`config.mk`:
```
export PLATFORM = sky130hd
export DESIGN_NAME = fifo_tx_serializer
export DESIGN_NICKNAME = d
export VERILOG_FILES = /design/src/rtl/fifo_tx_serializer.sv
export SDC_FILE = /design/constraint.sdc
export NUM_CORES = 1
export LEC_CHECK = 0
export ABC_AREA = 0
export ABC_CLOCK_PERIOD_IN_PS = 5200
export BUFFER_PORTS_ARGS = -buffer_cell sky130_fd_sc_hd__buf_2
export CORE_MARGIN = 2
export CORE_UTILIZATION = 35
export DETAILED_ROUTE_END_ITERATION = 7
export PLACE_DENSITY = 0.62
export SYNTH_ARGS = -nofsm -noshare
export SYNTH_HDL_FRONTEND = slang
export SYNTH_SLANG_ARGS = --single-unit
```
`constraint.sdc`:
```
create_clock -name clk -period 5.2 [get_ports clk]
set_input_delay 1.3 -clock clk [delete_from_list [all_inputs] [get_ports clk]]
set_output_delay 1.3 -clock clk [all_outputs]
set_load 0.05 [all_outputs]
```
`src/rtl/fifo_tx_serializer.sv`:
```
// fifo_tx_serializer
// APB-fed transmit FIFO feeding an LSB-first serialiser that emits one bit
// every DIV clocks, with a registered bit-rate strobe (iq_rate) for the I/Q
// modulator. Words are sent back to back with no idle cycles between them.
// Optional feature: define FIFO_TX_STATUS_EN to enable the APB STATUS read
// register at paddr 2. Without it, prdata is tied to zero.
module fifo_tx_serializer #(
  parameter int WIDTH       = 8,
  parameter int DEPTH       = 64,
  parameter int DIV         = 25,
  parameter int STROBE_POS  = 14,
  parameter int AFULL_LEVEL = 56
) (
  input  logic                   clk,
  input  logic                   reset_n,
  input  logic                   psel,
  input  logic                   penable,
  input  logic                   pwrite,
  input  logic [1:0]             paddr,
  input  logic [15:0]            pwdata,
  output logic [15:0]            prdata,
  output logic                   pready,
  output logic                   pslverr,
  input  logic                   en_tx,
  output logic                   data_out,
  output logic                   iq_rate,
  output logic                   mem_state,
  output logic                   afull,
  output logic [$clog2(DEPTH):0] level
);

  localparam int AW = $clog2(DEPTH);
  localparam int CW = $clog2(DIV);
  localparam int BW = (WIDTH > 1) ? $clog2(WIDTH) : 1;

  localparam logic [CW-1:0] DIV_LAST     = CW'(DIV - 1);
  localparam logic [CW-1:0] STROBE_START = CW'(STROBE_POS);
  localparam logic [BW-1:0] BIT_LAST     = BW'(WIDTH - 1);
  localparam logic [AW:0]   AFULL_LVL    = (AW + 1)'(AFULL_LEVEL);
  localparam logic [AW:0]   PTR_ONE      = (AW + 1)'(1);

  typedef enum logic {
    IDLE,
    SHIFT
  } state_t;

  // APB decode
  logic access;
  logic data_wr;
  logic ctrl_wr;
  logic push;
  logic flush;
  logic clr_underrun;

  // FIFO storage and pointers (extra MSB is the wrap bit)
  logic [WIDTH-1:0] mem [DEPTH];
  logic [AW:0]      wr_ptr;
  logic [AW:0]      rd_ptr;
  logic             empty;
  logic             full;
  logic             avail;

  // Serialiser state
  state_t           state;
  state_t           state_nxt;
  logic [CW-1:0]    div_cnt;
  logic [CW-1:0]    div_cnt_nxt;
  logic [BW-1:0]    bit_idx;
  logic [BW-1:0]    bit_idx_nxt;
  logic [WIDTH-1:0] shreg;
  logic [WIDTH-1:0] shreg_nxt;
  logic             pop;
  logic             underrun_set;
  logic             underrun;

  assign access       = psel & penable;
  assign data_wr      = access & pwrite & (paddr == 2'd0);
  assign ctrl_wr      = access & pwrite & (paddr == 2'd1);
  assign push         = data_wr & ~full;
  assign flush        = ctrl_wr & pwdata[0];
  assign clr_underrun = ctrl_wr & pwdata[1];

  // A DATA write into a full FIFO is dropped and flagged; paddr 3 is unmapped.
  assign pslverr = (data_wr & full) | (access & (paddr == 2'd3));
  assign pready  = 1'b1;

  assign empty     = (wr_ptr == rd_ptr);
  assign full      = (wr_ptr[AW-1:0] == rd_ptr[AW-1:0]) & (wr_ptr[AW] != rd_ptr[AW]);
  assign level     = wr_ptr - rd_ptr;
  assign afull     = (level >= AFULL_LVL);
  assign mem_state = ~empty;

  // A flush in progress hides the remaining words from the serialiser, so a
  // word boundary that coincides with the flush does not pick up stale data.
  assign avail = ~empty & ~flush;

  // Word storage; contents need no reset since the pointers define validity.
  always_ff @(posedge clk) begin
    if (push) begin
      mem[wr_ptr[AW-1:0]] <= pwdata[WIDTH-1:0];
    end
  end

  // Write/read pointers: push advances wr_ptr, pop advances rd_ptr, flush
  // discards everything queued by catching rd_ptr up to wr_ptr.
  always_ff @(posedge clk or negedge reset_n) begin
    if (!reset_n) begin
      wr_ptr <= '0;
      rd_ptr <= '0;
    end else begin
      if (push) begin
        wr_ptr <= wr_ptr + PTR_ONE;
      end
      if (flush) begin
        rd_ptr <= wr_ptr;
      end else if (pop) begin
        rd_ptr <= rd_ptr + PTR_ONE;
      end
    end
  end

  // Serialiser next-state: bit timing, word boundaries and back-to-back pops.
  always_comb begin
    state_nxt    = state;
    div_cnt_nxt  = div_cnt;
    bit_idx_nxt  = bit_idx;
    shreg_nxt    = shreg;
    pop          = 1'b0;
    underrun_set = 1'b0;
    case (state)
      IDLE: begin
        div_cnt_nxt = '0;
        bit_idx_nxt = '0;
        if (en_tx && avail) begin
          pop       = 1'b1;
          shreg_nxt = mem[rd_ptr[AW-1:0]];
          state_nxt = SHIFT;
        end
      end
      SHIFT: begin
        if (div_cnt == DIV_LAST) begin
          div_cnt_nxt = '0;
          if (bit_idx == BIT_LAST) begin
            bit_idx_nxt = '0;
            if (en_tx && avail) begin
              // Next word loads on the same edge so the stream has no gap.
              pop       = 1'b1;
              shreg_nxt = mem[rd_ptr[AW-1:0]];
            end else begin
              // Running out of data while still enabled is an underrun.
              state_nxt    = IDLE;
              underrun_set = en_tx;
            end
          end else begin
            bit_idx_nxt = bit_idx + BW'(1);
          end
        end else begin
          div_cnt_nxt = div_cnt + CW'(1);
        end
      end
      default: begin
        state_nxt = IDLE;
      end
    endcase
  end

  // Serialiser registers; iq_rate is computed from next-state values so the
  // registered strobe lines up exactly with the div_cnt window it marks.
  always_ff @(posedge clk or negedge reset_n) begin
    if (!reset_n) begin
      state   <= IDLE;
      div_cnt <= '0;
      bit_idx <= '0;
      shreg   <= '0;
      iq_rate <= 1'b0;
    end else begin
      state   <= state_nxt;
      div_cnt <= div_cnt_nxt;
      bit_idx <= bit_idx_nxt;
      shreg   <= shreg_nxt;
      iq_rate <= (state_nxt == SHIFT) && (div_cnt_nxt >= STROBE_START);
    end
  end

  // Sticky underrun flag; a new underrun wins over a simultaneous clear.
  always_ff @(posedge clk or negedge reset_n) begin
    if (!reset_n) begin
      underrun <= 1'b0;
    end else if (underrun_set) begin
      underrun <= 1'b1;
    end else if (clr_underrun) begin
      underrun <= 1'b0;
    end
  end

  assign data_out = (state == SHIFT) & shreg[bit_idx];

`ifdef FIFO_TX_STATUS_EN
  logic unused_bits;
  assign unused_bits = ^pwdata;

  // STATUS read mux; every other address reads back zero.
  always_comb begin
    prdata = '0;
    if (access && !pwrite && (paddr == 2'd2)) begin
      prdata = {underrun, afull, full, empty, 12'(level)};
    end
  end
`else
  logic unused_bits;
  assign unused_bits = ^{pwdata, underrun};
  assign prdata      = '0;
`endif

endmodule

```
==> impl_metrics.csv <==
group,metric,value,unit
setup_path,crit_chain,"ha_1 > inv_1 > fa_1 > a21o_1 > a21oi_1 > o21bai_1 > a21oi_1 > xnor2_1 > a41o_1 > buf_2",
outcome,status,"finished, final reports clean",
grt,grt_pass1_wl,70360,um
sta,relSlewSlack,22.16,%
clock_network,cts-root-buf,"clkbuf_16",
sta,skew,0.02786,ns
floorplanning,coreArea,61710,um2
setup_path,critPathSlowestCell,"dfrtp_4",
sta,slew_violations,0,
setup_path,required,3.90,ns
grt,grt-ovfl-total,0,
route,detail_route.first_pass.iterations,7,
power,p_leak,7.876,nW
sta,min_period,4.502,ns
setup_path,cp-start-kind,"flip-flop",
synth,synth_edf_count,512,
worst_hold_path,hold_end,"div_cnt[0]",
setup_path,cp_common_cell,"a21oi_1",
setup_path,r2r_end,"mem[13][0]",
power,cellPowerDensity,428.1,nW/um2
synth,yosys_most_used_dff,"edfxtp_1",
route,viasPerCell,5.114,
setup_path,worst-path-stages,10,
clock_network,cts_tree,"yes",
place,hpwl,27290,um
grt,first_global_vias,11000,
sta,finalSetupViolCount,0,
worst_hold_path,holdPathStages,1,
power,peakVddDrop,0.0002133,V
clock_network,post_cts_buffers,0,
setup_path,reg2reg_slack,1.08,ns
grt,track_usage,14.89,%
run,cap_violations,0,
clock_network,clk-insertion-delay-late,0.60,ns
sta,grt_setup_unrepaired,"false",
synth,syn_area,21870,um2
synth,synthArstFlopShare,5.882,%
clock_network,clock_sinks,544,
synth,syn-instance-count,1136,
worst_hold_path,holdCritPathClass,"reg2reg",
clock_network,clockBufferDepth,3,
route,drt_iter0_markers,1094,
clock_network,cts.clk_slew.worst_paths,0.06,ns
grt,grt_max_degree,68,
route,detail-route-antenna-nets,0,
clock_network,h-tree-depth,2,
floorplanning,die-area,64500,um2
floorplanning,initial_core_util,35.44,%
cells_and_area,syn2layout_area_growth,12.51,%
place,port_buffers,27,
sta,finalHoldViolations,0,
clock_network,cts_inserted_buffers,52,
sta,worst_pin_slew,1.163,ns
setup_path,rr_worst_depth,7,
power,fin_total_pwr,10.53,mW
setup_path,path_class,"reg2out",
grt,antenna_found_initial,0,
setup_path,critPathTopFamily,"compound AO/OA/AOI/OAI gates",
setup_path,r2r-start,"rd_ptr[5]",
cells_and_area,finish.net_count,1244,
setup_path,critPathMaxStageDelay,0.67,ns
clock_network,hold_buffers,0,
cells_and_area,antenna_cells,0,
setup_path,cp_num_buf_inv,2,
floorplanning,pin_count,53,
floorplanning,num_rows,91,
sta,finalCritPeriodShare,86.59,%
sta,fmax,222.1,MHz
floorplanning,die-width,254.0,um
route,wl,46990,um
clock_network,cts_resized,0,
synth,ys_ff_latch,544,
synth,yosysWarnings,0,
cells_and_area,drive_above_1_share,22.98,%
floorplanning,fp.dieH,254.0,um
worst_hold_path,hp-start,"div_cnt[0]",
route,num_vias,10670,
setup_path,critPathMaxFanout,21,
sta,setup_tns,0,ns
place,gp_congestion,0.7983,
setup_path,endpoint_kind,"output port",
setup_path,critPathArrivalTime,3.20,ns
route,drc,0,
synth,synth_area_per_cell,19.25,um2
synth,ys_seq_area_share,73.97,%
synth,synth_cell_type_count,59,
cells_and_area,fillCellCount,5572,
route,wire_per_inst,22.53,um
==> through the flow <==
| stage | setup WS (ns) | util, % | area [um2] | instances | hold slack (ns) |
|---|---|---|---|---|---|
| 6_report | 0.6976 | 39.87 | 24600 | 2086 | 0.4891 |
| 5_1_grt | 0.5099 | 39.87 | 24600 | 2086 | 0.5128 |
| 4_1_cts | 0.6635 | 39.87 | 24600 | 2086 | 0.4952 |
| 3_5_place_dp | 0.9705 | 37.29 | 23010 | 1990 | 0.4868 |
| 3_3_place_gp | 0.9862 | 37.29 | 23010 | 1990 | 0.4734 |
| 2_1_floorplan | 0.7265 | - | 21920 | 1151 | 0.4515 |
==> flip-flops by register name (all words and copies together) (netlist names) <==
register	count
mem	512
bit_idx	3
shreg	8
rd_ptr	7
iq_rate	1
state	1
div_cnt	5
wr_ptr	7
==> Yosys cell counts (all sizes together) (3+ instances only) <==
cell / count / area, um2
a211o: 7 / 61.31
inv: 17 / 63.81
nand2: 90 / 337.8
edfxtp: 512 / 15370
mux4: 128 / 2883
o22ai: 15 / 93.84
nor2b: 10 / 62.56
xnor2: 12 / 105.1
nand3: 11 / 67.57
xor2: 5 / 43.79
nor2: 82 / 307.8
mux2i: 25 / 250.2
a21oi: 15 / 75.07
or3: 3 / 18.77
dfrtp: 32 / 800.8
buf: 58 / 406.7
o221ai: 14 / 122.6
nor3: 3 / 15.01
and2: 5 / 31.28
o21ai: 11 / 55.05
ha: 12 / 150.1
clkbuf: 14 / 52.55
a22oi: 10 / 75.07
and3: 3 / 23.77
o32a: 7 / 70.07
==> power breakdown <==
| group | switching (mW) | internal [mW] |
|---|---|---|
| Clock | 1.58 | 2.00 |
| Sequential | 0.0918 | 4.82 |
| Combinational | 1.22 | 0.812 |
| Total | 2.89 | 7.64 |
==> cell type report <==
cell class | instances | area, um2 | area share, %
clock inverters | 35 | 235.2 | 0.9561
flip-flops and latches | 544 | 16190 | 65.79
well taps | 837 | 1047 | 4.256
repair buffers | 74 | 488.0 | 1.983
clock buffers | 61 | 1356 | 5.513
multi-input cells | 518 | 5226 | 21.24
inverters | 17 | 63.81 | 0.2594
==> placed cells by master, fill, tap and decap left out, types with 4 or more instances in the layout <==
cell type,n
xor2_1,5
inv_1,15
a22oi_1,10
a211o_1,7
o221ai_1,14
clkinv_2,12
clkbuf_16,53
nand3_1,10
xnor2_1,12
nor2_1,82
o21ai_0,10
clkinv_1,18
buf_4,47
mux2i_1,25
buf_2,27
a21oi_1,15
mux4_2,128
conb_1,17
nor2b_1,10
and2_1,4
clkbuf_1,8
nand2_1,90
o32a_1,7
dfrtp_1,29
edfxtp_1,512
ha_1,12
o22ai_1,15
==> metal layers <==
layer / track usage (%) / wire [um] / part of all wire, %
met1: 20.82 / 20670 / 44
met4: 3.748 / 972 / 2.1
met2: 23.69 / 22190 / 47
met5: 0 / 0 / 0
met3: 3.278 / 3153 / 6.7
==> how the worst max path moves through the flow <==
stage,slack [ns],endpoint,start
after detailed placement,0.97,mem[30][2],paddr[1]
after CTS,0.66,afull,rd_ptr[0]
after floorplan,0.73,afull,rd_ptr[1]
after global routing,0.51,afull,rd_ptr[0]
after global placement,0.99,mem[14][5],paddr[1]
final,0.70,afull,rd_ptr[0]
==> cells by family (layout without fill, tap and decap cells) <==
group,after synthesis,count (layout),synth area share (%)
flops,544,544,73.97
xor+xnor,17,17,0.6808
buf+inv,89,187,2.392
mux,155,155,14.43
other cells,2,17,0.03434
simple gates,222,222,4.612
fa+ha+maj,13,13,0.7781
compound gates,94,94,3.107
No activity file was read; power rests on OpenSTA's default activity.
